[config.mk]
export PLATFORM = sky130hd
export DESIGN_NAME = stage_decode
export DESIGN_NICKNAME = d
export VERILOG_FILES = /design/src/rtl/stage_decode.sv
export SDC_FILE = /design/constraint.sdc
export NUM_CORES = 1
export LEC_CHECK = 0
export ABC_AREA = 1
export BUFFER_PORTS_ARGS = -buffer_cell sky130_fd_sc_hd__buf_2
export CAP_MARGIN = 20
export CORE_ASPECT_RATIO = 1.5
export CORE_MARGIN = 2
export CORE_UTILIZATION = 48
export DETAILED_ROUTE_END_ITERATION = 10
export GPL_TIMING_DRIVEN = 0
export PLACE_DENSITY = 0.82
export SYNTH_ARGS = -nofsm -noshare
export SYNTH_HDL_FRONTEND = slang
export SYNTH_SLANG_ARGS = --single-unit
[constraint.sdc]
create_clock -name clk -period 1.65 [get_ports clk]
set_input_delay 0.2475 -clock clk [delete_from_list [all_inputs] [get_ports clk]]
set_output_delay 0.2475 -clock clk [all_outputs]
set_load 0.02 [all_outputs]
[src/rtl/stage_decode.sv]
// ---------------------------------------------------------------------------
// stage_decode
//
// Decode/issue stage that feeds the SIMD execute stage. It takes 16-bit
// instructions from upstream and produces one registered control word per
// accepted instruction. It holds an instruction back while one of its source
// registers is still being written by an older vector instruction. A taken
// branch from execute squashes the word that is being issued.
//
// Optional feature macro: STAGE_DECODE_HAZARD_EN
//   defined   : a wbLatency-deep write scoreboard and the RAW hazard stall
//               are built in.
//   undefined : no scoreboard. The hazard term is tied to 0, and software
//               must leave wbLatency+1 slots between dependent instructions.
//
// Parameters
//   wbLatency  cycles a write spends past the execute input before the
//              register file shows it (1..7)
//   targetW    jump target width
//
// Ports
//   clk            clock; all state changes on the rising edge
//   reset          asynchronous, active-high reset
//   instr[15:0]    [15:12] opcode, [11:9] rd, [8:6] rs1, [5:3] rs2,
//                  [8:0] jump target
//   instrValid     instr is valid
//   instrReady     decode takes instr this cycle (combinational)
//   stallIn        execute cannot take a new word; hold the outputs
//   flush          taken branch from execute; squash the word being issued
//   outValid       control word valid
//   ExecuteOp[2:0] ALU op for execute
//   pcWrEn[2:0]    100 unconditional, 010 jump-on-zero, 001 jump-on-negative
//   overwriteFlags update the NZ flags
//   regWrEn        result is written to rd
//   rd/rs1/rs2     vector register addresses
//   jumpTarget     instr[8:0]
//   illegal        one-cycle pulse after an unused opcode is accepted
//
// Handshake: a transfer happens on a rising edge where instrValid and
// instrReady are both 1. Upstream holds instr and instrValid stable until
// that edge. instrReady never depends on instrValid. An instruction that is
// accepted is never dropped, except by flush.
// ---------------------------------------------------------------------------
module stage_decode #(
    parameter int wbLatency = 3,
    parameter int targetW   = 9
) (
    input  logic               clk,
    input  logic               reset,
    input  logic [15:0]        instr,
    input  logic               instrValid,
    output logic               instrReady,
    input  logic               stallIn,
    input  logic               flush,
    output logic               outValid,
    output logic [2:0]         ExecuteOp,
    output logic [2:0]         pcWrEn,
    output logic               overwriteFlags,
    output logic               regWrEn,
    output logic [2:0]         rd,
    output logic [2:0]         rs1,
    output logic [2:0]         rs2,
    output logic [targetW-1:0] jumpTarget,
    output logic               illegal
);

    typedef enum logic [3:0] {
        OP_NOP  = 4'h0,
        OP_VXOR = 4'h1,
        OP_VADD = 4'h2,
        OP_VSUB = 4'h3,
        OP_VMUL = 4'h4,
        OP_VSRL = 4'h5,
        OP_VSLL = 4'h6,
        OP_VCMP = 4'h7,
        OP_JMP  = 4'h8,
        OP_JZ   = 4'h9,
        OP_JN   = 4'hA
    } opcode_e;

    opcode_e opcode;
    logic [2:0] dec_op;
    logic [2:0] dec_pc;
    logic       dec_ovf;
    logic       dec_wr;
    logic       dec_ill;
    logic       hazard;
    logic       accept;

    assign opcode = opcode_e'(instr[15:12]);

    // Instruction decode
    always_comb begin
        dec_op  = 3'b000;
        dec_pc  = 3'b000;
        dec_ovf = 1'b0;
        dec_wr  = 1'b0;
        dec_ill = 1'b0;
        case (opcode)
            OP_NOP: ;
            OP_VXOR, OP_VADD, OP_VMUL, OP_VSRL, OP_VSLL: begin
                dec_op = instr[14:12];
                dec_wr = 1'b1;
            end
            OP_VSUB: begin
                dec_op  = instr[14:12];
                dec_wr  = 1'b1;
                dec_ovf = 1'b1;
            end
            // Compare uses the subtract datapath and keeps only the flags.
            OP_VCMP: begin
                dec_op  = 3'b011;
                dec_ovf = 1'b1;
            end
            OP_JMP: dec_pc = 3'b100;
            OP_JZ:  dec_pc = 3'b010;
            OP_JN:  dec_pc = 3'b001;
            default: dec_ill = 1'b1;
        endcase
    end

`ifdef STAGE_DECODE_HAZARD_EN
    // Scoreboard: slot 0 is the youngest write that has left the output
    // register. Slots advance only when execute takes a word.
    logic [wbLatency-1:0] sb_valid;
    logic [2:0]           sb_rd [wbLatency];
    logic                 reads_regs;
    logic [2:0]           src1;
    logic [2:0]           src2;

    assign reads_regs = (instr[15:12] >= 4'h1) && (instr[15:12] <= 4'h7);
    assign src1       = instr[8:6];
    assign src2       = instr[5:3];

    always_ff @(posedge clk or posedge reset) begin
        if (reset) begin
            sb_valid <= '0;
            for (int i = 0; i < wbLatency; i++) begin
                sb_rd[i] <= 3'd0;
            end
        end else if (!stallIn) begin
            sb_valid[0] <= outValid & regWrEn;
            sb_rd[0]    <= rd;
            for (int i = 1; i < wbLatency; i++) begin
                sb_valid[i] <= sb_valid[i-1];
                sb_rd[i]    <= sb_rd[i-1];
            end
        end
    end

    // Only older writers count: the presented instruction's own rd is never
    // compared, so a destination that is also a source does not stall.
    always_comb begin
        hazard = 1'b0;
        if (reads_regs) begin
            if (outValid && regWrEn && (rd == src1 || rd == src2)) begin
                hazard = 1'b1;
            end
            for (int i = 0; i < wbLatency; i++) begin
                if (sb_valid[i] && (sb_rd[i] == src1 || sb_rd[i] == src2)) begin
                    hazard = 1'b1;
                end
            end
        end
    end
`else
    assign hazard = 1'b0;
`endif

    assign instrReady = !stallIn && !flush && !hazard;
    assign accept     = instrValid && instrReady;

    // Output register. Flush wins over stall so that a squashed word never
    // reaches execute. An illegal opcode is taken but issues as a bubble.
    always_ff @(posedge clk or posedge reset) begin
        if (reset) begin
            outValid       <= 1'b0;
            ExecuteOp      <= 3'b000;
            pcWrEn         <= 3'b000;
            overwriteFlags <= 1'b0;
            regWrEn        <= 1'b0;
            rd             <= 3'd0;
            rs1            <= 3'd0;
            rs2            <= 3'd0;
            jumpTarget     <= '0;
        end else if (flush || (!stallIn && !(accept && !dec_ill))) begin
            outValid       <= 1'b0;
            ExecuteOp      <= 3'b000;
            pcWrEn         <= 3'b000;
            overwriteFlags <= 1'b0;
            regWrEn        <= 1'b0;
            rd             <= 3'd0;
            rs1            <= 3'd0;
            rs2            <= 3'd0;
            jumpTarget     <= '0;
        end else if (!stallIn) begin
            outValid       <= 1'b1;
            ExecuteOp      <= dec_op;
            pcWrEn         <= dec_pc;
            overwriteFlags <= dec_ovf;
            regWrEn        <= dec_wr;
            rd             <= instr[11:9];
            rs1            <= instr[8:6];
            rs2            <= instr[5:3];
            jumpTarget     <= targetW'(instr[8:0]);
        end
    end

    // illegal is updated on every edge so that it stays high for one cycle
    // only, even when execute stalls the output register.
    always_ff @(posedge clk or posedge reset) begin
        if (reset) begin
            illegal <= 1'b0;
        end else begin
            illegal <= accept && dec_ill;
        end
    end

endmodule

; ---- Word-level counts from Yosys, hierarchy flattened
; Index checks and enable logic that the tools add are counted.
[classes]
n_eq_ne = 11
muxes = 23
n_reduce_logical = 13
[ops]
columns = operator, n
row1 = $mux 3, 10
row2 = $mux 9, 2
row3 = $eq 4x3->1 const B, 4
row4 = $eq 4x4->1 const B, 3
row5 = $reduce_or 11->1, 1
row6 = $mux 1, 9
row7 = $pmux 3 s3, 1
row8 = $eq 4x2->1 const B, 2
row9 = $pmux 3 s2, 1
row10 = $reduce_or 6->1, 1
row11 = $logic_and 1x1->1, 5
row12 = $eq 4x1->1 const B, 1
row13 = $logic_not 4->1, 1
row14 = $logic_not 1->1, 3
row15 = $ne 2x1->1 const B, 1
row16 = $reduce_or 2->1, 1
row17 = $logic_or 1x1->1, 1
[totals]
reg_bits = 28
in_bits = 21
output_inout_bits = 29
elab_cells = 57

; ---- Longest topological paths before layout
[logic_depth]
word_depth = 8
ltp_mapped = 6
depth_no_buf = 5

; ---- Worst setup path after synthesis
; Ideal clock, no wire load.
[synth_path]
path_kind = register to output
start = register rs1[0]
end = output rs1[0]
arrival_time_ps = 626
required_time_ps = 1402
setup_slack_ps = 776
path_stages_with_launch = 2
path_buffers = 1
cell_sequence = dfrtp_1 > buf_4
[synth_rtl]
columns = item, line
row1 = from (decl), 61  ; output logic [2:0] rs1,
row2 = from (signal assigned), 203  ; rs1 <= instr[8:6];
; No word-level cell between the ends.

; ---- Worst setup path in the final report
[layout_path]
start = register rs1[0]
end = output rs1[0]
; No word-level cell between the ends.

==> impl_metrics.py <==
metrics = {
    "critical_path": {
        "worstPathRequired_ns": 1.40,
        "cp-endpoint": "rs1[0]",
        "crit_chain": "buf_4 > buf_2",
        "rrSetupSlack_ns": 1.01,
        "crit_type": "register to output pin",
        "slowest_delay_ns": 0.42,
        "crit_slowest_cell": "dfrtp_1",
        "end_kind": "output pin",
        "r2r-start": "overwriteFlags$_DFFE_PP0P_",
        "crit_path_start": "rs1[0]$_DFFE_PP0P_",
        "worstPathArrival_ns": 1.00,
        "worstSetupStartpointType": "register",
        "path_max_fanout": 3,
        "rr_worst_depth": 2,
        "timing.rr.end": "overwriteFlags$_DFFE_PP0P_",
    },
    "floorplanning": {
        "fp.dieArea_um2": 2500,
        "core_um2": 2000,
        "start_util": 0.506,
        "die_h_um": 60.3,
        "pin_count": 50,
        "row_count": 20,
        "die_w_um": 41.5,
    },
    "min_path": {
        "hp-class": "input port to asynchronous set/reset pin",
    },
    "sta": {
        "timing.final.hold_violations": 0,
        "layout_setup_ws_ns": 0.407,
        "max_slew_margin": 0.486,
        "worst_pin_slew_ns": 0.770,
        "hold_ws_ns": 0.0678,
        "rsz0062_at_grt": "no",
        "fmax_ghz": 0.804,
        "slew_viol_final": 0,
        "setup_viol": 0,
        "min_period_ns": 1.24,
        "setup_tns_ns": 0,
        "finalCritPeriodShare": 0.754,
        "fin_skew_ns": 0,
    },
    "place": {
        "dp_slack_ns": 0.564,
        "routabilityCongestion": 0.755,
        "dp_cells": 188,
        "dp.final_hpwl_mm": 1.74,
        "port_buffers": 49,
    },
    "power": {
        "p_per_area_nw_per_um2": 758,
        "pwr-share-comb": 0.155,
        "swShare": 0.257,
        "p_seq_frac": 0.560,
        "vdd_drop_max_mv": 0.631,
        "intPower_w": 0.000745,
        "p_switching_w": 0.000258,
        "clkPwrFrac": 0.286,
        "power_w": 0.00100,
        "p_leak_nw": 0.848,
    },
    "cts": {
        "cts_root_buffer": "clkbuf_4",
        "cts_tree": "built",
        "post_cts_buffers": 0,
        "postCtsHoldBufs": 0,
        "cts_sinks": 22,
        "clk-insertion-delay-late_ns": 0.30,
        "cts_buffers": 3,
        "cts.path.max_buffers": 2,
        "clk_pin_slew_worst_paths_ns": 0.11,
        "cts-resized-gates": 0,
        "htree_levels": 1,
    },
    "global_routing": {
        "grt.overflow.total": 0,
        "antenna_found_initial": 0,
        "grt_pass1_wl_mm": 3.77,
        "grt_pass1_vias": 878,
        "grt_usage": 0.200,
        "grt_start_max_net_pins": 23,
    },
    "yosys": {
        "ys_ff_latch": 22,
        "synth_cells": 117,
        "avgSynthCellArea_um2": 8.66,
        "syn_area_um2": 1010,
        "syn_nets": 138,
        "yosys_warnings": 0,
        "ys_seq_area_frac": 0.543,
        "synth_cell_types": 16,
    },
    "finish": {
        "instances_no_fill": 192,
        "fin_nets": 192,
        "final_cell_mix": "51 x buf_2, 46 x nand2_1, 22 x dfrtp_1, 11 x nand3_1, 7 x inv_1",
        "antennaDiodeCount": 0,
        "final_common_cell": "buf_2",
        "layout-drive-gt1-share": 0.429,
        "area_growth_pct": 30.5,
    },
    "route": {
        "drtAntennaViolNets": 0,
        "vias_per_cell": 4.76,
        "drc_errors": 0,
        "drtIter0Drc": 38,
        "finalWirelength_mm": 2.21,
        "vias": 913,
        "dr.pass1.iters": 4,
        "wire_per_inst_um": 11.5,
    },
    "flow_run": {
        "maxCapViolCount": 0,
    },
    "outcome": {
        "outcome": "complete, no violations",
    },
}
-- per-stage QoR --
step | cell area, um^2 | utilization
final | 1320 | 0.661
after global routing | 1320 | 0.661
after CTS | 1320 | 0.661
after detailed placement | 1290 | 0.643
after global placement | 1290 | 0.643
after floorplan | 1010 | -
-- critical path, delay by kind of cell (launching register included) --
family / cells / cell delay (ns)
buffers and inverters: 2 / 0.28
DFF: 1 / 0.42
-- final cells by class --
cell class | instances | area (um^2)
buffer | 10 | 77.6
multi-input combinational | 77 | 355
inverter | 8 | 30.0
fill | 173 | 679
timing repair buffer | 49 | 245
clock buffer | 4 | 36.3
tap | 22 | 27.5
sequential | 22 | 551
-- kinds of logic after synthesis --
family,count (synthesis),synth area share
DFF,22,0.543
and+or+nand+nor,74,0.336
AOI/OAI and AO/OA,3,0.0148
buffers and inverters,18,0.106
-- power groups by stage --
| stage | logic, W | registers [W] | clock network [W] |
|---|---|---|---|
| floorplan | 0.0000749 | 0.000590 | 0 |
| global placement | 0.000153 | 0.000571 | 0 |
| detailed placement | 0.000157 | 0.000572 | 0 |
| CTS | 0.000157 | 0.000561 | 0.000291 |
| global route | 0.000172 | 0.000563 | 0.000312 |
| finish | 0.000155 | 0.000561 | 0.000286 |
-- worst min path at each step --
stage | end | slack [ns]
floorplan | ExecuteOp[0]$_DFFE_PP0P_ | 0.24
CTS | rs1[1]$_DFFE_PP0P_ | 0.10
finish | jumpTarget[0]$_DFFE_PP0P_ | 0.07
global route | jumpTarget[0]$_DFFE_PP0P_ | 0.15
detailed placement | jumpTarget[0]$_DFFE_PP0P_ | 0.44
global placement | jumpTarget[0]$_DFFE_PP0P_ | 0.43
-- synthesized netlist by cell type, drive strengths merged --
cell type | number | area, um^2
nor2 | 8 | 40.0
nand2 | 50 | 203
inv | 8 | 30.0
buf | 10 | 77.6
nand4 | 2 | 12.5
o21ai | 3 | 15.0
dfrtp | 22 | 551
nand3 | 14 | 85.1
-- flip-flops by register name (all words and copies together), names as in the netlist --
name and flops:
rs1 3, pcWrEn 3, rd 3, jumpTarget 4, regWrEn 1, ExecuteOp 3
illegal 1, rs2 2, overwriteFlags 1, outValid 1
-- metal layers --
layer  global-route usage  part of all wire  up-vias
li1                     -                 -      462
met1                0.240              0.42      413
met2                0.346              0.50       34
met3               0.0302             0.058        4
met4                0.106             0.015        0
met5                    0                 0        -
Note: power is estimated with default switching activity, not from simulation.
